$ cat src/rtl/order_rx_fifo.sv
// Serial order receiver: synchronizes an asynchronous framed bit stream, assembles
// 32-bit orders MSB first and queues them in a small FIFO for a downstream consumer.
module order_rx_fifo #(
    parameter int CLKS_PER_BIT = 6,
    parameter int DEPTH        = 4
) (
    input  logic                     clk,
    input  logic                     CPU_RESETN,
    input  logic                     com_en,
    input  logic                     data_ping_in,
    output logic [31:0]              order_out,
    output logic                     order_valid,
    input  logic                     order_ready,
    output logic [$clog2(DEPTH):0]   fifo_count,
    output logic                     busy,
    output logic                     frame_err,
    output logic                     overflow
);

    localparam int PTR_W   = $clog2(DEPTH);
    localparam int CNT_W   = PTR_W + 1;
    localparam int CYC_W   = $clog2(CLKS_PER_BIT);
    localparam int HALF_M1 = CLKS_PER_BIT / 2 - 1;

    localparam logic [2:0] S_IDLE     = 3'd0;
    localparam logic [2:0] S_ALIGN    = 3'd1;
    localparam logic [2:0] S_SHIFT    = 3'd2;
    localparam logic [2:0] S_COMMIT   = 3'd3;
    localparam logic [2:0] S_WAIT_LOW = 3'd4;

    logic             com_meta_q, com_sync_q, com_prev_q;
    logic             dat_meta_q, dat_sync_q;
    logic [1:0]       fill_q;
    logic             armed_q, armed_d;
    logic [2:0]       state_q, state_d;
    logic [CYC_W-1:0] cyc_q, cyc_d;
    logic [5:0]       bit_q, bit_d;
    logic [31:0]      shift_q, shift_d;
    logic [PTR_W-1:0] wr_ptr_q, wr_ptr_d, rd_ptr_q, rd_ptr_d;
    logic [CNT_W-1:0] count_q, count_d;
    logic             frame_err_q, frame_err_d;
    logic             overflow_q, overflow_d;
    logic [31:0]      mem_q [DEPTH];

    logic push, pop, rise, full;

    assign order_valid = (count_q != '0);
    assign order_out   = order_valid ? mem_q[rd_ptr_q] : 32'h0;
    assign fifo_count  = count_q;
    assign busy        = (state_q != S_IDLE);
    assign frame_err   = frame_err_q;
    assign overflow    = overflow_q;

    assign pop  = order_valid & order_ready;
    assign full = (count_q == CNT_W'(DEPTH));
    // A start edge only counts once com_en has been seen low after reset settled.
    assign rise = armed_q & com_sync_q & ~com_prev_q;

    always_comb begin
        armed_d     = armed_q | (fill_q[1] & ~com_sync_q);
        state_d     = state_q;
        cyc_d       = cyc_q;
        bit_d       = bit_q;
        shift_d     = shift_q;
        frame_err_d = 1'b0;
        overflow_d  = 1'b0;
        push        = 1'b0;
        case (state_q)
            S_IDLE: begin
                if (rise) begin
                    state_d = S_ALIGN;
                    cyc_d   = '0;
                    bit_d   = '0;
                    shift_d = '0;
                end
            end
            S_ALIGN, S_SHIFT: begin
                if (!com_sync_q) begin
                    frame_err_d = 1'b1;
                    shift_d     = '0;
                    cyc_d       = '0;
                    bit_d       = '0;
                    state_d     = S_IDLE;
                end else if ((state_q == S_ALIGN && cyc_q == CYC_W'(HALF_M1)) ||
                             (state_q == S_SHIFT && cyc_q == CYC_W'(CLKS_PER_BIT - 1))) begin
                    shift_d = {shift_q[30:0], dat_sync_q};
                    cyc_d   = '0;
                    bit_d   = bit_q + 6'd1;
                    if (state_q == S_ALIGN) begin
                        state_d = S_SHIFT;
                    end else if (bit_q == 6'd31) begin
                        state_d = S_COMMIT;
                    end
                end else begin
                    cyc_d = cyc_q + CYC_W'(1);
                end
            end
            S_COMMIT: begin
                if (!full || pop) begin
                    push = 1'b1;
                end else begin
                    overflow_d = 1'b1;
                end
                state_d = S_WAIT_LOW;
            end
            S_WAIT_LOW: begin
                if (!com_sync_q) begin
                    state_d = S_IDLE;
                end
            end
            default: state_d = S_IDLE;
        endcase
    end

    always_comb begin
        wr_ptr_d = push ? wr_ptr_q + PTR_W'(1) : wr_ptr_q;
        rd_ptr_d = pop  ? rd_ptr_q + PTR_W'(1) : rd_ptr_q;
        count_d  = count_q + CNT_W'(push) - CNT_W'(pop);
    end

    always_ff @(posedge clk or negedge CPU_RESETN) begin
        if (!CPU_RESETN) begin
            com_meta_q  <= 1'b0;
            com_sync_q  <= 1'b0;
            com_prev_q  <= 1'b0;
            dat_meta_q  <= 1'b0;
            dat_sync_q  <= 1'b0;
            fill_q      <= 2'b00;
            armed_q     <= 1'b0;
            state_q     <= S_IDLE;
            cyc_q       <= '0;
            bit_q       <= '0;
            shift_q     <= '0;
            wr_ptr_q    <= '0;
            rd_ptr_q    <= '0;
            count_q     <= '0;
            frame_err_q <= 1'b0;
            overflow_q  <= 1'b0;
        end else begin
            com_meta_q  <= com_en;
            com_sync_q  <= com_meta_q;
            com_prev_q  <= com_sync_q;
            dat_meta_q  <= data_ping_in;
            dat_sync_q  <= dat_meta_q;
            fill_q      <= {fill_q[0], 1'b1};
            armed_q     <= armed_d;
            state_q     <= state_d;
            cyc_q       <= cyc_d;
            bit_q       <= bit_d;
            shift_q     <= shift_d;
            wr_ptr_q    <= wr_ptr_d;
            rd_ptr_q    <= rd_ptr_d;
            count_q     <= count_d;
            frame_err_q <= frame_err_d;
            overflow_q  <= overflow_d;
        end
    end

    // Storage carries no reset; order_out is masked while the FIFO is empty.
    always_ff @(posedge clk) begin
        if (push) begin
            mem_q[wr_ptr_q] <= shift_q;
        end
    end

endmodule

$ cat config.mk
export PLATFORM = sky130hd
export DESIGN_NAME = order_rx_fifo
export DESIGN_NICKNAME = d
export VERILOG_FILES = /design/src/rtl/order_rx_fifo.sv
export SDC_FILE = /design/constraint.sdc
export NUM_CORES = 1
export LEC_CHECK = 0
export BUFFER_PORTS_ARGS = -buffer_cell sky130_fd_sc_hd__buf_2
export CORE_ASPECT_RATIO = 1.2
export CORE_MARGIN = 2
export CORE_UTILIZATION = 60
export DETAILED_ROUTE_END_ITERATION = 8
export PLACE_DENSITY = 0.76
export SETUP_SLACK_MARGIN = 0.02
export SYNTH_ARGS = -nofsm -noshare
export SYNTH_HDL_FRONTEND = slang
export SYNTH_SLANG_ARGS = --single-unit
$ cat constraint.sdc
create_clock -name clk -period 3.3 [get_ports clk]
set_clock_uncertainty 0.15 [all_clocks]
set_input_delay 0.165 -clock clk [delete_from_list [all_inputs] [get_ports clk]]
set_output_delay 0.165 -clock clk [all_outputs]
set_load 0.05 [all_outputs]
==> Yosys cells after proc, flatten, opt, wreduce, memory -nomap -nowiden <==
Memory sizes are Yosys's and may differ from the RTL's.
Index checks and enable logic that the tools add are counted.
{ "op_classes": {"addsub": 6, "n_eq_ne": 12, "n_mux": 28, "bitwise_logic": 7, "n_reduce_logical": 13} }
{ "op_table": {"columns": ["op", "count"], "rows": [
  ["$mux 32", 4],
  ["$pmux 32 s2", 1],
  ["$mux 3", 9],
  ["$mux 6", 3],
  ["$pmux 3 s4", 1],
  ["$pmux 6 s2", 1],
  ["$eq 3x2->1 const B", 3],
  ["$eq 3x3->1 const B", 3],
  ["$mux 1", 8],
  ["$add 6x1->6 const B", 1],
  ["$eq 6x5->1 const B", 1],
  ["$pmux 3 s2", 1],
  ["$reduce_bool 3->1", 2],
  ["$add 2x1->2 const B", 2],
  ["$and 1x1->1", 4],
  ["$ne 2x2->1 const B", 2],
  ["$ne 4x4->1 const B", 1],
  ["$reduce_and 4->1", 1],
  ["$add 3x1->3", 1],
  ["$add 3x1->3 const B", 1],
  ["$eq 3x1->1 const B", 1],
  ["$logic_not 3->1", 1],
  ["$ne 3x3->1 const B", 1],
  ["$reduce_and 3->1", 1],
  ["other kinds (9)", 12]
]} }
{ "totals": {"regBits": 61, "mem_bits_rw": 128, "input_bits": 5, "out_inout_bits": 39, "wordCells": 83, "n_memories": 1} }
{ "mem_list": {"columns": ["memory", "words", "word_bits", "read_ports", "rd_ports_with_merged_regs", "write_ports", "line", "text"], "rows": [
  ["mem_q", 4, 32, 1, 0, 1, "43", "logic [31:0] mem_q [DEPTH];"]
]} }

==> Depth between registers and ports, before layout <==
{ "logic_depth": {"word_depth": 7, "mapped_depth": 12, "depth_no_buf": 11} }

==> Least setup slack after synthesis <==
OpenSTA, ideal clock, no wires.
{ "synth_path": {"kind": "register -> register", "startpoint": "register count_q[1], in the netlist fifo_count[1]", "endpoint": "register count_q[2], in the netlist fifo_count[2]", "setup_ns": 0.142, "arrival_time_ns": 2.557, "required_ns": 3.008, "path_slack_ns": 0.452, "path_stages_with_launch": 11, "path_buffers": 0, "synth_period_minus_slack_ns": 2.848, "path_cell_list": "dfrtp_1 > or4b_4 > and2_1 > inv_1 > ha_1 > inv_1 > ha_1 > inv_1 > fa_1 > xnor2_1 > xnor2_1"} }
{ "synth_via": {"elab_chain_len": 7, "elab_cells_between_ends": 9, "classes_between": "2 x add/sub; 1 x eq/ne; 2 x mux; 1 x bitwise; 3 x reduce/logical"} }
{ "synth_rtl": {"columns": ["item", "line", "text"], "rows": [
  ["start, declared", "40", "logic [CNT_W-1:0] count_q, count_d;"],
  ["start signal, assigned", "153", "count_q <= count_d;"],
  ["$eq 3x3->1 or $reduce_bool 3->1 (tied branches)", "55, 47", null],
  ["$logic_not 1->1 or $and 1x1->1 (tied branches)", "99, 54", null],
  ["$logic_or 1x1->1", "99", "if (!full || pop) begin"],
  ["$mux 1", "99", null],
  ["$mux 1", "68", "case (state_q)"],
  ["$add 3x1->3", "118", "count_d = count_q + CNT_W'(push) - CNT_W'(pop);"],
  ["$sub 3x1->3 (*)", "118", null],
  ["named net count_d[2]", "40", null]
]} }
Mark *: on every way through the listed nets, which the timed path passes. The rest lies on a longest branch.
A chain may end at the register's enable or synchronous reset.

==> Worst setup path in the final report <==
Ends and elaborated chain as after synthesis.

==> results by group <==
Logic synthesis
  – Prevailing post-synth register cell: edfxtp_1
  – Yosys reg bits: 189
  – Synth area leader: edfxtp_1
  – Synth top area cells: edfxtp_1 (52%), dfrtp_1 (21%), mux4_2 (9.7%), a22o_2 (3.2%), and2_1 (2.9%)
  – Synth top cells by count: edfxtp_1 (128), dfrtp_1 (61), and2_1 (34), mux4_2 (32), a22o_2 (24)
  – Synthesized Nets: a little over 400
  – Post-synth EDFFs: between 100 and 150
  – Post-synthesis sequential area ratio: around 72%
  – Cell Area, Synth: between 7000 and 8000 um2
  – Asr flop ratio synth: about a third
  – Post-Syn Area per Cell: ~19 um2
  – Syn Inst Count: approximately 400
  – Cell with the most instances after synthesis: edfxtp_1
  – Syn. warnings: 0
  – Top-area cell type share of the netlist area: between 50% and 60%
  – Distinct cells, synth: 42

Placed design
  – Post-DP HPWL: roughly 6900 um
  – GP Congestion: 0.8461
  – I/O Buffers: 43
  – Placed cells: around 590

Job
  – MaxCap Viol Count: 0

Worst hold path
  – Worst hold path type: flip-flop to flip-flop
  – Worst hold stages: 0
  – Beginning of the worst hold path: com_meta_q$_DFF_PN0_
  – WHS Endpoint: com_sync_q$_DFF_PN0_

Critical path
  – Worst Path Max Fanout: 6
  – Worst path required time: ~3500 ps
  – R2R Setup Slk: ~540 ps
  – Critical path depth in cells: 10
  – Reg2reg path depth: 10
  – Worst-path cell chain: or4b_4 -> and2_1 -> inv_1 -> ha_1 -> inv_1 -> ha_1 -> inv_1 -> fa_1 -> xnor2_1 -> xnor2_1
  – R2r startpoint: fifo_count[1]$_DFF_PN0_
  – Crit-path slowest cell: or4b_4
  – Critical path class: flip-flop to flip-flop
  – Setup crit end kind: flip-flop
  – Worst R2R End: fifo_count[2]$_DFF_PN0_
  – WP buf/inv: 3
  – Critical Path Max Stage Delay: ~600 ps
  – Top cell by count, worst path: inv_1
  – CP arrival: roughly 3000 ps
  – Critical path's top delay family: simple AND/OR/NAND/NOR gates
  – Worst setup SP type: flip-flop

Timing
  – RSZ-0062 raised after global routing: false
  – Setup TNS: 0 ps
  – Hold_ws: 201.8 ps
  – Rel. slew slack: roughly 30%
  – Max Freq: ~0.36 GHz
  – Crit share post-route: approximately 84%
  – Final setup viols: 0
  – Worst slew pin tran: 1052 ps
  – Min cycle time layout: 2758 ps
  – Slew Viols, Final: 0
  – Hold Fails Final Rpt: 0

Floorplan
  – Core Footprint: about 12000 um2
  – Initial Util: about three fifths
  – IO Count: 44
  – Die Y: ~130 um
  – Row count: between 40 and 50
  – Full die area: 13260 um2
  – Chip Width: between 100 and 150 um

Global routing
  – Initial antenna violation count: 0
  – Congestion Overflow GR: 0
  – GRT Overall Usage: between 20% and 30%
  – Largest net degree at the start of global routing: 44
  – Vias in the first global route: 3936
  – Global-route wire length before repair: around 21000 um

Drt
  – DRC: 0
  – Vias: between 3000 and 4000
  – Drt first pass iters: 4
  – Initial DRC count: 176
  – Vias per inst: between 5 and 6
  – Wire per inst: about 21 um
  – Final WL: 13350 um
  – Detail Route Antenna Nets: 0

Finish
  – Nets: 470
  – Number of diodes: 0
  – Number of filler cells placed in the layout: 739
  – P&R area growth vs syn: 14.92%
  – Post-Layout Cell Count: between 600 and 700
  – Fraction of layout cells with a size suffix above 1: 31.91%

Run status
  – Status: finished clean

Clock tree
  – Worst-path clk slew: around 70 ps
  – Number of setup buffers added after CTS: 0
  – TritonCTS clock tree: yes
  – CTS Hold Buffers Added: 4
  – TritonCTS buffer count: 17
  – CTS H-tree depth: 4
  – Clk Latency, worst-skew pair: roughly 420 ps
  – Clock tree buffer depth: 2
  – PostCTS Resize Cnt: 0
  – Clk root buf: clkbuf_16
  – CTS sink cnt: approximately 190

Power and ir drop
  – Pwr per Cell Area: about 750 nW/um2
  – Leak pwr: 0.003559 uW
  – IR drop worst, VDD: roughly 500 uV
## cell families (layout without fill, tap and decap cells)
group                    after synthesis  in the layout  synth area share (%)
flip-flops                           189            189                 72.46
AND/OR/NAND/NOR                       70             70                 5.909
AO/OA/AOI/OAI                         58             58                 6.669
multiplexers                          34             34                 10.03
buffers and inverters                 29             98                 2.212
adder cells (fa/ha/maj)               11             11                 1.958
XOR/XNOR                               6              6                0.7091
other                                  1              1               0.05060
## sequential cells by signal, summed over array words and instances, names as in the netlist
name        cells
frame_err       1
com_sync_q      1
armed_q         1
bit_q           6
overflow        1
state_q         3
cyc_q           3
wr_ptr_q        2
dat_meta_q      1
dat_sync_q      1
com_prev_q      1
shift_q        32
fifo_count      3
mem_q         128
com_meta_q      1
fill_q          2
rd_ptr_q        2
## report_power, final
part / total, uW / leakage, uW / switching (uW) / internal (uW)
clock: 2300 / 0.000325 / 867 / 1430
combinational: 1360 / 0.00101 / 846 / 513
sequential: 2740 / 0.00222 / 165 / 2570
## final cells by class
class / instances / area, um2 / area share [%]
clock buffer: 17 / 425.4 / 4.995
sequential: 189 / 5371 / 63.07
multi-input combinational: 180 / 1877 / 22.04
clock inverter: 15 / 252.7 / 2.968
tap: 161 / 201.4 / 2.365
inverter: 9 / 33.78 / 0.3967
timing repair buffer: 57 / 355.3 / 4.172
## metrics by stage
stage               instance area [um2]  total power (uW)  setup WS [ps]  util, %
finish                             8517              6396          541.5    70.64
global route                       8517              6619          345.1    70.64
CTS                                8517              6457          523.4    70.64
detailed placement                 7799              4153          574.1    64.68
global placement                   7799              4126          672.7    64.68
floorplan                          7411              3815          451.7        -
## worst register-to-register path, stage by stage, from the launching register on
cell	delay, ps
dfrtp_1	440
or4b_4	600
and2_1	230
inv_1	70
ha_1	230
inv_1	70
ha_1	140
inv_1	50
fa_1	370
xnor2_1	200
xnor2_1	140
## per-layer routing
| layer | up-vias | track usage [%] | wire length, um |
|---|---|---|---|
| met3 | 6 | 5.176 | 574 |
| met2 | 117 | 37.84 | 7447 |
| met1 | 1931 | 26.75 | 5228 |
| met5 | - | 0 | 0 |
| li1 | 1657 | - | - |
| met4 | 0 | 6.431 | 97 |
## how the worst max path moves through the flow
stage	from	end
after global placement	fifo_count[1]$_DFF_PN0_	fifo_count[2]$_DFF_PN0_
final	fifo_count[1]$_DFF_PN0_	fifo_count[2]$_DFF_PN0_
after detailed placement	fifo_count[1]$_DFF_PN0_	fifo_count[2]$_DFF_PN0_
after CTS	rd_ptr_q[0]$_DFFE_PN0P_	order_out[2]
after floorplan	fifo_count[1]$_DFF_PN0_	fifo_count[2]$_DFF_PN0_
after global routing	state_q[0]$_DFFE_PN0P_	fifo_count[2]$_DFF_PN0_
## layout by cell type, fill, tap and decap left out, types with 2 or more instances in the layout
cell type and count:
edfxtp_1 128, dfrtp_1 60, buf_2 43, and2_1 34, mux4_2 32, a22o_2 24, clkbuf_16 17, a22o_1 10
ha_1 10, inv_1 9, buf_4 8, bufinv_16 6, nor2_1 5, xnor2_1 5, a21o_1 5, o21ai_0 5
inv_6 5, and3_1 4, nor3_1 4, a21oi_1 4, a31oi_1 4, dlygate4sd3_1 4, nand2_1 3, or3_1 3
nand2b_1 3, nor3b_1 3, nand3_1 3, nand3b_1 2, clkinvlp_4 2, buf_12 2
No activity file was read; power rests on OpenSTA's default activity.
